===== config.mk =====
export PLATFORM = sky130hd
export DESIGN_NAME = mem_arbiter
export DESIGN_NICKNAME = d
export VERILOG_FILES = /design/src/rtl/mem_arbiter_pkg.sv /design/src/rtl/mem_arb_req_slot.sv /design/src/rtl/mem_arbiter.sv
export SDC_FILE = /design/constraint.sdc
export NUM_CORES = 1
export LEC_CHECK = 0
export BUFFER_PORTS_ARGS = -buffer_cell sky130_fd_sc_hd__buf_2
export CORE_UTILIZATION = 55
export DETAILED_ROUTE_END_ITERATION = 8
export PLACE_DENSITY = 0.86
export SLEW_MARGIN = 20
export SYNTH_ARGS = -nofsm -noshare
export SYNTH_HDL_FRONTEND = slang
export SYNTH_SLANG_ARGS = --single-unit

===== constraint.sdc =====
create_clock -name clk -period 3.68 [get_ports clk]
set_input_delay 0.368 -clock clk [delete_from_list [all_inputs] [get_ports clk]]
set_output_delay 0.368 -clock clk [all_outputs]
set_load 0.01 [all_outputs]

===== src/rtl/mem_arbiter_pkg.sv =====
// Shared definitions for the byte-wide RAM arbiter: widths, FSM codes, flag bits, len codes, lane helpers.
// Latency: none (constants and pure functions only).
// Backpressure: not applicable.
package mem_arbiter_pkg;

  localparam int ADDR_WIDTH_DEF = 32;
  localparam int INST_WIDTH     = 32;

  // FSM state encodings
  localparam logic [1:0] ST_IDLE  = 2'd0;
  localparam logic [1:0] ST_READ  = 2'd1;
  localparam logic [1:0] ST_WRITE = 2'd2;

  // rw_flag bit positions
  localparam int RW_RD_BIT = 0;
  localparam int RW_WR_BIT = 1;

  // len field is byte count minus one
  localparam logic [1:0] LEN_BYTE = 2'd0;
  localparam logic [1:0] LEN_HALF = 2'd1;
  localparam logic [1:0] LEN_WORD = 2'd3;

  // Transaction owner
  localparam logic PORT_IF = 1'b0;
  localparam logic PORT_LS = 1'b1;

  // Extract little-endian byte lane idx from a word.
  function automatic logic [7:0] get_lane(input logic [31:0] w, input logic [1:0] idx);
    return w[{idx, 3'b000} +: 8];
  endfunction

  // Replace little-endian byte lane idx of a word.
  function automatic logic [31:0] put_lane(input logic [31:0] w, input logic [1:0] idx,
                                           input logic [7:0] b);
    logic [31:0] r;
    r = w;
    r[{idx, 3'b000} +: 8] = b;
    return r;
  endfunction

endpackage


===== src/rtl/mem_arb_req_slot.sv =====
// One-entry pending request register for a single requester port (valid, write, addr, len, wdata).
// Latency: captured on the edge of the capture strobe, visible the next cycle.
// Backpressure: holds until popped by a grant or emptied by flush; capture is ignored while full.
module mem_arb_req_slot
  import mem_arbiter_pkg::*;
#(
  parameter int ADDR_WIDTH = ADDR_WIDTH_DEF,
  parameter int DATA_WIDTH = INST_WIDTH
) (
  input  logic                  clk,
  input  logic                  rst,
  input  logic                  cap,
  input  logic                  cap_wr,
  input  logic [ADDR_WIDTH-1:0] cap_addr,
  input  logic [1:0]            cap_len,
  input  logic [DATA_WIDTH-1:0] cap_wdata,
  input  logic                  pop,
  input  logic                  flush,
  output logic                  vld,
  output logic                  wr,
  output logic [ADDR_WIDTH-1:0] addr,
  output logic [1:0]            len,
  output logic [DATA_WIDTH-1:0] wdata
);

  // Flush beats pop beats capture; a full slot never re-captures.
  always_ff @(posedge clk or negedge rst) begin
    if (!rst) begin
      vld   <= 1'b0;
      wr    <= 1'b0;
      addr  <= '0;
      len   <= LEN_BYTE;
      wdata <= '0;
    end else if (flush || pop) begin
      vld <= 1'b0;
    end else if (cap && !vld) begin
      vld   <= 1'b1;
      wr    <= cap_wr;
      addr  <= cap_addr;
      len   <= cap_len;
      wdata <= cap_wdata;
    end
  end

endmodule


===== src/rtl/mem_arbiter.sv =====
// Shares one byte-wide RAM port between instruction fetch (read-only) and load/store; build option MEM_ARB_RR_EN.
// Latency: read done at grant+3+len cycles, write done at grant+2+len; same-cycle requests bypass the pending slot.
// Backpressure: rdy=0 freezes all state and gates ram_wr; one outstanding request per port, signalled by *_busy.
module mem_arbiter
  import mem_arbiter_pkg::*;
#(
  parameter int ADDR_WIDTH = ADDR_WIDTH_DEF,
  parameter int DATA_WIDTH = INST_WIDTH
) (
  input  logic                  clk,
  input  logic                  rst,
  input  logic                  rdy,
  input  logic                  clear,
  input  logic [1:0]            if_rw_flag,
  input  logic [ADDR_WIDTH-1:0] if_addr,
  input  logic [1:0]            if_len,
  output logic                  if_busy,
  output logic                  if_done,
  output logic [DATA_WIDTH-1:0] if_rdata,
  input  logic [1:0]            ls_rw_flag,
  input  logic [ADDR_WIDTH-1:0] ls_addr,
  input  logic [1:0]            ls_len,
  input  logic [DATA_WIDTH-1:0] ls_wdata,
  output logic                  ls_busy,
  output logic                  ls_done,
  output logic [DATA_WIDTH-1:0] ls_rdata,
  input  logic [7:0]            ram_din,
  output logic [7:0]            ram_dout,
  output logic [ADDR_WIDTH-1:0] ram_a,
  output logic                  ram_wr
);

  // Active transaction
  logic [1:0]            state;
  logic                  owner;
  logic [ADDR_WIDTH-1:0] base;
  logic [1:0]            len;
  logic [DATA_WIDTH-1:0] wdata;
  logic [1:0]            k;
  logic                  tail;
  logic [DATA_WIDTH-1:0] rd_buf;

  // Pending slots
  logic                  if_slot_vld, if_slot_wr;
  logic [ADDR_WIDTH-1:0] if_slot_addr;
  logic [1:0]            if_slot_len;
  logic [DATA_WIDTH-1:0] if_slot_wdata;
  logic                  ls_slot_vld, ls_slot_wr;
  logic [ADDR_WIDTH-1:0] ls_slot_addr;
  logic [1:0]            ls_slot_len;
  logic [DATA_WIDTH-1:0] ls_slot_wdata;

  // Request decode and arbitration
  logic                  idle;
  logic                  if_pulse, ls_pulse;
  logic                  if_req, ls_req;
  logic                  grant_ls, grant_if, grant_go;
  logic                  if_cap, ls_cap, if_pop, ls_pop, if_flush;
  logic                  if_eff_wr, ls_eff_wr, sel_wr;
  logic [ADDR_WIDTH-1:0] if_eff_addr, ls_eff_addr, sel_addr;
  logic [1:0]            if_eff_len, ls_eff_len, sel_len;
  logic [DATA_WIDTH-1:0] if_eff_wdata, ls_eff_wdata, sel_wdata;
  logic                  unused_if_wr_flag;

  // Fetch never writes; its write flag bit carries no meaning.
  assign unused_if_wr_flag = if_rw_flag[RW_WR_BIT];

  assign idle = (state == ST_IDLE);

  // A pulse while busy is illegal and dropped; a fetch pulse under clear is dropped.
  assign if_pulse = if_rw_flag[RW_RD_BIT] & ~if_busy & ~clear;
  assign ls_pulse = (|ls_rw_flag) & ~ls_busy;

  assign if_req = (if_slot_vld & ~clear) | if_pulse;
  assign ls_req = ls_slot_vld | ls_pulse;

  // Pending slot takes precedence; otherwise bypass the live pulse.
  assign if_eff_wr    = if_slot_vld ? if_slot_wr    : 1'b0;
  assign if_eff_addr  = if_slot_vld ? if_slot_addr  : if_addr;
  assign if_eff_len   = if_slot_vld ? if_slot_len   : if_len;
  assign if_eff_wdata = if_slot_vld ? if_slot_wdata : '0;
  assign ls_eff_wr    = ls_slot_vld ? ls_slot_wr    : ls_rw_flag[RW_WR_BIT];
  assign ls_eff_addr  = ls_slot_vld ? ls_slot_addr  : ls_addr;
  assign ls_eff_len   = ls_slot_vld ? ls_slot_len   : ls_len;
  assign ls_eff_wdata = ls_slot_vld ? ls_slot_wdata : ls_wdata;

`ifdef MEM_ARB_RR_EN
  logic last_grant;

  // On contention the port not granted last time wins.
  assign grant_ls = ls_req & (~if_req | (last_grant == PORT_IF));

  // Remember which port won the most recent grant.
  always_ff @(posedge clk or negedge rst) begin
    if (!rst) begin
      last_grant <= PORT_IF;
    end else if (rdy && grant_go) begin
      last_grant <= grant_ls ? PORT_LS : PORT_IF;
    end
  end
`else
  assign grant_ls = ls_req;
`endif

  assign grant_if = if_req & ~grant_ls;
  assign grant_go = idle & (if_req | ls_req);

  assign sel_wr    = grant_ls ? ls_eff_wr    : if_eff_wr;
  assign sel_addr  = grant_ls ? ls_eff_addr  : if_eff_addr;
  assign sel_len   = grant_ls ? ls_eff_len   : if_eff_len;
  assign sel_wdata = grant_ls ? ls_eff_wdata : if_eff_wdata;

  // Pulses not granted on the spot are parked; a granted slot is popped.
  assign if_cap   = rdy & if_pulse & ~(idle & grant_if);
  assign ls_cap   = rdy & ls_pulse & ~(idle & grant_ls);
  assign if_pop   = rdy & idle & grant_if & if_slot_vld;
  assign ls_pop   = rdy & idle & grant_ls & ls_slot_vld;
  assign if_flush = rdy & clear;

  mem_arb_req_slot #(.ADDR_WIDTH(ADDR_WIDTH), .DATA_WIDTH(DATA_WIDTH)) u_if_slot (
    .clk      (clk),
    .rst      (rst),
    .cap      (if_cap),
    .cap_wr   (1'b0),
    .cap_addr (if_addr),
    .cap_len  (if_len),
    .cap_wdata('0),
    .pop      (if_pop),
    .flush    (if_flush),
    .vld      (if_slot_vld),
    .wr       (if_slot_wr),
    .addr     (if_slot_addr),
    .len      (if_slot_len),
    .wdata    (if_slot_wdata)
  );

  mem_arb_req_slot #(.ADDR_WIDTH(ADDR_WIDTH), .DATA_WIDTH(DATA_WIDTH)) u_ls_slot (
    .clk      (clk),
    .rst      (rst),
    .cap      (ls_cap),
    .cap_wr   (ls_rw_flag[RW_WR_BIT]),
    .cap_addr (ls_addr),
    .cap_len  (ls_len),
    .cap_wdata(ls_wdata),
    .pop      (ls_pop),
    .flush    (1'b0),
    .vld      (ls_slot_vld),
    .wr       (ls_slot_wr),
    .addr     (ls_slot_addr),
    .len      (ls_slot_len),
    .wdata    (ls_slot_wdata)
  );

  assign if_busy = if_slot_vld | (~idle & (owner == PORT_IF));
  assign ls_busy = ls_slot_vld | (~idle & (owner == PORT_LS));

  // Byte beat k goes to base+k; address arithmetic wraps at the top of the space.
  assign ram_a    = idle ? '0 : (base + ADDR_WIDTH'(k));
  assign ram_dout = (state == ST_WRITE) ? get_lane(wdata, k) : 8'h00;
  assign ram_wr   = (state == ST_WRITE) & rdy;

  // Transaction sequencer: grant in IDLE, issue byte beats, assemble and return data.
  always_ff @(posedge clk or negedge rst) begin
    if (!rst) begin
      state    <= ST_IDLE;
      owner    <= PORT_IF;
      base     <= '0;
      len      <= LEN_BYTE;
      wdata    <= '0;
      k        <= 2'd0;
      tail     <= 1'b0;
      rd_buf   <= '0;
      if_done  <= 1'b0;
      ls_done  <= 1'b0;
      if_rdata <= '0;
      ls_rdata <= '0;
    end else if (rdy) begin
      if_done <= 1'b0;
      ls_done <= 1'b0;
      case (state)
        ST_IDLE: begin
          if (grant_go) begin
            state  <= sel_wr ? ST_WRITE : ST_READ;
            owner  <= grant_ls ? PORT_LS : PORT_IF;
            base   <= sel_addr;
            len    <= sel_len;
            wdata  <= sel_wdata;
            k      <= 2'd0;
            tail   <= 1'b0;
            rd_buf <= '0;
          end
        end
        ST_READ: begin
          if (clear && (owner == PORT_IF)) begin
            // Flushed fetch: drop collected bytes, no completion.
            state <= ST_IDLE;
          end else if (tail) begin
            // Last byte arrives now; unused upper lanes stay zero.
            state <= ST_IDLE;
            if (owner == PORT_LS) begin
              ls_done  <= 1'b1;
              ls_rdata <= put_lane(rd_buf, len, ram_din);
            end else begin
              if_done  <= 1'b1;
              if_rdata <= put_lane(rd_buf, len, ram_din);
            end
          end else begin
            // ram_din carries the byte addressed one beat earlier.
            if (k != 2'd0) rd_buf <= put_lane(rd_buf, k - 2'd1, ram_din);
            if (k == len) tail <= 1'b1;
            else          k    <= k + 2'd1;
          end
        end
        ST_WRITE: begin
          if (k == len) begin
            state   <= ST_IDLE;
            ls_done <= 1'b1;
          end else begin
            k <= k + 2'd1;
          end
        end
        default: state <= ST_IDLE;
      endcase
    end
  end

`ifndef SYNTHESIS
  // A port may not issue a new request while its previous one is outstanding.
  always @(posedge clk) begin
    if (rst && rdy) begin
      assert (!(if_rw_flag[RW_RD_BIT] && if_busy))
        else $error("mem_arbiter: IF request while if_busy, ignored");
      assert (!((|ls_rw_flag) && ls_busy))
        else $error("mem_arbiter: LS request while ls_busy, ignored");
    end
  end
`endif

endmodule


==> After elaboration in Yosys (flattened, before gate mapping) <==
Cells that the tools add are included.
{ "totals": {"reg_bits": 273, "input_bits": 116, "output_inout_bits": 109} }
{ "classes": {"add_sub_neg": 5, "n_eq_ne": 9, "n_shift": 5, "muxes": 48, "n_bitwise": 37, "n_reduce_logical": 22} }
{ "ops": {"columns": ["cell", "n"], "rows": [
  ["$mux 32", 10],
  ["$bwmux 32", 2],
  ["$pmux 32 s2", 1],
  ["$shift 8x7->32 const A", 2],
  ["$shiftx 8x7->32", 2],
  ["$add 32x2->32", 1],
  ["$shiftx 32x6->8", 1],
  ["$mux 2", 12],
  ["$and 1x1->1", 21],
  ["$mux 1", 18],
  ["$reduce_and 5->1", 3],
  ["$neg 5->7", 2],
  ["$pmux 2 s3", 2],
  ["$not 1->1", 11],
  ["$mux 8", 1],
  ["$reduce_and 4->1", 2],
  ["$reduce_bool 2->1", 4],
  ["$ne 2x2->1 const B", 3],
  ["$reduce_and 6->1", 1],
  ["$or 1x1->1", 5],
  ["$ne 2x1->1 const B", 2],
  ["$pmux 1 s2", 2],
  ["$reduce_and 2->1", 2],
  ["$logic_and 1x1->1", 3],
  ["12 further kinds", 13]
]} }

==> Depth between registers and ports, before layout <==
{ "depth": {"word_depth": 15, "mapped_depth": 10} }

==> Cells and area by module <==
A second synthesis with hierarchy kept.
{ "hier_totals": {"cells_unflattened": 1314, "hier_area_um2": 15468.6} }
{ "by_module_without_submodules": {"columns": ["module", "n_inst", "cells_each", "area_per_inst_um2"], "rows": [
  ["mem_arbiter", 1, 1024, 10378.7],
  ["mem_arb_req_slot", 2, 145, 2544.9]
]} }

==> Least setup slack after synthesis <==
OpenSTA, ideal clock, no wires.
{ "synth_path": {"path_kind": "register to output", "from": "reg k[0]", "to": "out ram_a[30]", "t_arrival_ps": 2070, "slack_ps": 1242, "stages_incl_launch_ff": 7, "n_path_buf": 0, "cell_sequence": "dfrtp_1 -> ha_1 -> fa_1 -> and4_1 -> nand4_2 -> or4_1 -> a21oi_1"} }
{ "synth_via": {"elab_chain_len": 2} }
{ "synth_rtl": {"columns": ["element", "line_no", "rtl"], "rows": [
  ["from (decl)", "mem_arbiter.sv:39", "logic [1:0] k;"],
  ["from (signal assigned)", "mem_arbiter.sv:211", "else k <= k + 2'd1;"],
  ["from (signal assigned)", "mem_arbiter.sv:219", "k <= k + 2'd1;"],
  ["$add 32x2->32", "mem_arbiter.sv:158", "assign ram_a = idle ? '0 : (base + ADDR_WIDTH'(k));"],
  ["$mux 32", "mem_arbiter.sv:158", null],
  ["to (decl)", "mem_arbiter.sv:29", "output logic [ADDR_WIDTH-1:0] ram_a,"]
]} }
Every way passes these cells.

==> Final worst setup path <==
{ "layout_path": {"from": "reg k[1]", "to": "out ram_a[28]"} }
The elaborated chain is that of the path after synthesis.

==> flow_metrics.tcl <==
set metrics [dict create \
    finalSetupViolCount 0 \
    multi_input_area_um2 6330 \
    powerDensity_nw_per_um2 787 \
    synth_edf_count 0 \
    drive_above_1_share 0.326 \
    route.detailed.drc 0 \
    drt-met1-wl_um 14300 \
    track_usage 0.257 \
    dp_hpwl_um 21700 \
    die_h_um 159 \
    wl_met2_um 15400 \
    start_util 0.558 \
    seqPwrFrac 0.392 \
    crit_chain "buf_4 > fa_1 > and4_1 > nand4_2 > or4_1 > a21oi_1 > buf_2" \
    htree_num_levels 1 \
    crit_required_ns 3.31 \
    leakagePower_nw 7.31 \
    criticalPathCategory "reg -> out" \
    syn_to_final_growth_pct 17.8 \
    ant_nets 0 \
    drt_pre_antenna_iters 5 \
    holdCritStartpoint "ls_wdata[18]" \
    fillerInstances 1825 \
    fin_crit_sh 0.885 \
    grt_overflow_total 0 \
    clock.fmax_ghz 0.307 \
    vias 9904 \
    start_kind "flop" \
    viasPerCell 5.84 \
    final_cell_mix "dfrtp_1 (271), buf_2 (222), mux2i_1 (137), mux2_2 (125), nand2_1 (90)" \
    rrSetupSlack_ns 0.99 \
    min_period_ns 3.26 \
    mappedNetlistArea_um2 13500 \
    rsz0062_at_grt "false" \
    r2r.worst_path.cells 7 \
    dr_wl_met3_um 1900 \
    synth-seq-cells 273 \
    grt_pass1_wl_um 52600 \
    numCtsBuffers 29 \
    routed_wl_um 32400 \
    register_area_um2 6840 \
    die_w_um 159 \
    grt_pass1_vias 9919 \
    portBuffers 223 \
    syn_avg_cell_area_um2 11.9 \
    p_clk_frac 0.240 \
    ys_async_sr_fraction 1.00 \
    pwr-share-comb 0.368 \
    ys.flop_type "dfrtp_1" \
    antenna_found_initial 7 \
    coreArea_um2 24200 \
    slew_headroom 0.408 \
    wl_per_cell_um 19.1 \
    cts.sinks 273 \
    peakVddDrop_v 0.000572 \
    grt_max_degree 91 \
    switchingPower_mw 4.40 \
    yosysSeqAreaShare 0.505 \
    tightest_slew_ns 0.887 \
    whs_ns 0.0538 \
    fin_worst_skew_ns 0.0222 \
    rr_startpoint "state[0]" \
    max_cap_violations 0 \
    fp-row-count 57 \
    io_pins 225 \
    cts_root_buf "clkbuf_16" \
    hold_path.class "in -> reg" \
    clk_pin_slew_ns 0.06 \
    switching_share 0.351 \
    internal-power_mw 8.15 \
    synth_cells 1134 \
    hold_violations 0 \
    whs_path_depth 2 \
    cts_tree "built" \
    synth.distinct_cells 65 \
    gp_congestion 0.834 \
    status "finished clean" \
    maxSlewViolCount 0 \
    worst_skew_pair.late_latency_ns 0.54 \
    drt-initial-drc-count 714 \
    syn_nets 1267 \
    cp_slowest_cell "or4_1" \
    cpPeakStageDelay_ns 0.52 \
    layout_commonest_cell "dfrtp_1" \
    clockBufferDepth 3 \
    die_area_um2 25300 \
    end_kind "output port" \
    cp.arrival_ns 2.89 \
    nets 1480 \
    timing.rr.end "u_ls_slot.wdata[10]" \
    cp_max_fo 13 \
    ys_warn_count 0 \
    highest_layer "met5" \
    setup_tns_ns 0 \
    hold_end "u_ls_slot.wdata[18]" \
]
-- cells by family (layout without fill, tap and decap cells) --
kind of cell / count (synthesis) / in the layout / share of synthesized area
compound gates: 208 / 208 / 0.100
fa+ha+maj: 17 / 17 / 0.0163
flops: 273 / 273 / 0.505
other cells: 0 / 5 / 0
xor+xnor: 13 / 13 / 0.00841
mux: 292 / 292 / 0.237
buf+inv: 79 / 312 / 0.0294
simple gates: 252 / 252 / 0.104
-- cells in the mapped netlist (7+ instances only) --
library cell | count | area, um^2
and2_1 | 12 | 75.1
buf_2 | 21 | 105
nand3_1 | 10 | 50.1
nand4_1 | 8 | 50.1
o21ai_0 | 74 | 370
o31ai_1 | 12 | 90.1
nor2_1 | 28 | 105
nor2b_1 | 42 | 263
ha_1 | 16 | 200
or4_1 | 11 | 82.6
nand2_1 | 90 | 338
mux2_1 | 22 | 248
mux2i_1 | 137 | 1370
clkbuf_1 | 25 | 93.8
a21oi_1 | 49 | 245
dfrtp_1 | 273 | 6830
nor4_1 | 8 | 50.1
o2bb2ai_1 | 49 | 429
xor2_1 | 7 | 61.3
mux4_2 | 8 | 180
mux2_2 | 125 | 1410
buf_6 | 9 | 101
inv_1 | 14 | 52.6
a22o_1 | 8 | 70.1
-- power groups by stage --
| stage | clock, mW | combinational (mW) | sequential [mW] |
|---|---|---|---|
| after global placement | 0 | 4.44 | 4.84 |
| after floorplan | 0 | 3.42 | 4.70 |
| after CTS | 3.07 | 4.63 | 4.91 |
| after detailed placement | 0 | 4.60 | 4.94 |
| final | 3.01 | 4.62 | 4.91 |
| after global routing | 3.18 | 5.01 | 5.06 |
-- final cells by class --
type                            count  share of cell area
Tap cell                          324              0.0254
Sequential cell                   273               0.429
Clock inverter                     12              0.0107
Inverter                           16             0.00377
Timing Repair Buffer              245              0.0827
Multi-Input combinational cell    782               0.397
Clock buffer                       39              0.0510
Antenna cell                        5            0.000784
-- through the flow --
step | area (um^2) | power, mW | setup slack (ns) | utilization | std cells
final | 16000 | 12.5 | 0.422 | 0.658 | 1696
after global routing | 15900 | 13.2 | 0.264 | 0.658 | 1693
after CTS | 15900 | 12.6 | 0.410 | 0.657 | 1691
after detailed placement | 14900 | 9.54 | 0.991 | 0.616 | 1639
after global placement | 14900 | 9.28 | 0.993 | 0.616 | 1639
after floorplan | 13500 | 8.13 | 1.24 | - | 1134
-- worst max-delay path, delay by kind of cell, from the launching register on --
kind                     cells  cell delay [ns]
buffers and inverters        2             0.40
adder cells (fa/ha/maj)      1             0.30
flip-flops                   1             0.34
AO/OA/AOI/OAI                1             0.21
AND/OR/NAND/NOR              3             1.09
-- what timing repair did --
action / 4_1_cts / 5_1_grt
endpoints found under the hold margin: 85 / 0
gates resized for setup: 0 / 0
setup buffers: 0 / 0
hold buffers: 1 / 0
setup endpoints to repair: 0 / 0
-- sequential cells by signal, summed over array words and instances (netlist names) --
| name | cells |
|---|---|
| base | 32 |
| if_done | 1 |
| if_rdata | 32 |
| k | 2 |
| len | 2 |
| ls_done | 1 |
| ls_rdata | 32 |
| owner | 1 |
| rd_buf | 32 |
| state | 2 |
| tail | 1 |
| u_if_slot.addr | 32 |
| u_if_slot.len | 2 |
| u_if_slot.vld | 1 |
| u_ls_slot.addr | 32 |
| u_ls_slot.len | 2 |
| u_ls_slot.vld | 1 |
| u_ls_slot.wdata | 32 |
| u_ls_slot.wr | 1 |
| wdata | 32 |
-- worst max-delay path by stage --
stage,startpoint,endpoint,slack (ns)
after floorplan,k[0],ram_a[30],1.24
after global placement,k[1],ram_a[28],0.99
after detailed placement,state[0],u_ls_slot.wdata[1],0.99
after CTS,k[1],ram_a[28],0.41
after global routing,k[1],ram_a[28],0.26
final,k[1],ram_a[28],0.42
-- metal layers --
layer,vias up,GRT usage
li1,4549,-
met1,4966,0.351
met2,320,0.419
met3,65,0.0507
met4,4,0.0726
met5,-,0
Note: power is estimated with default switching activity, not from simulation.
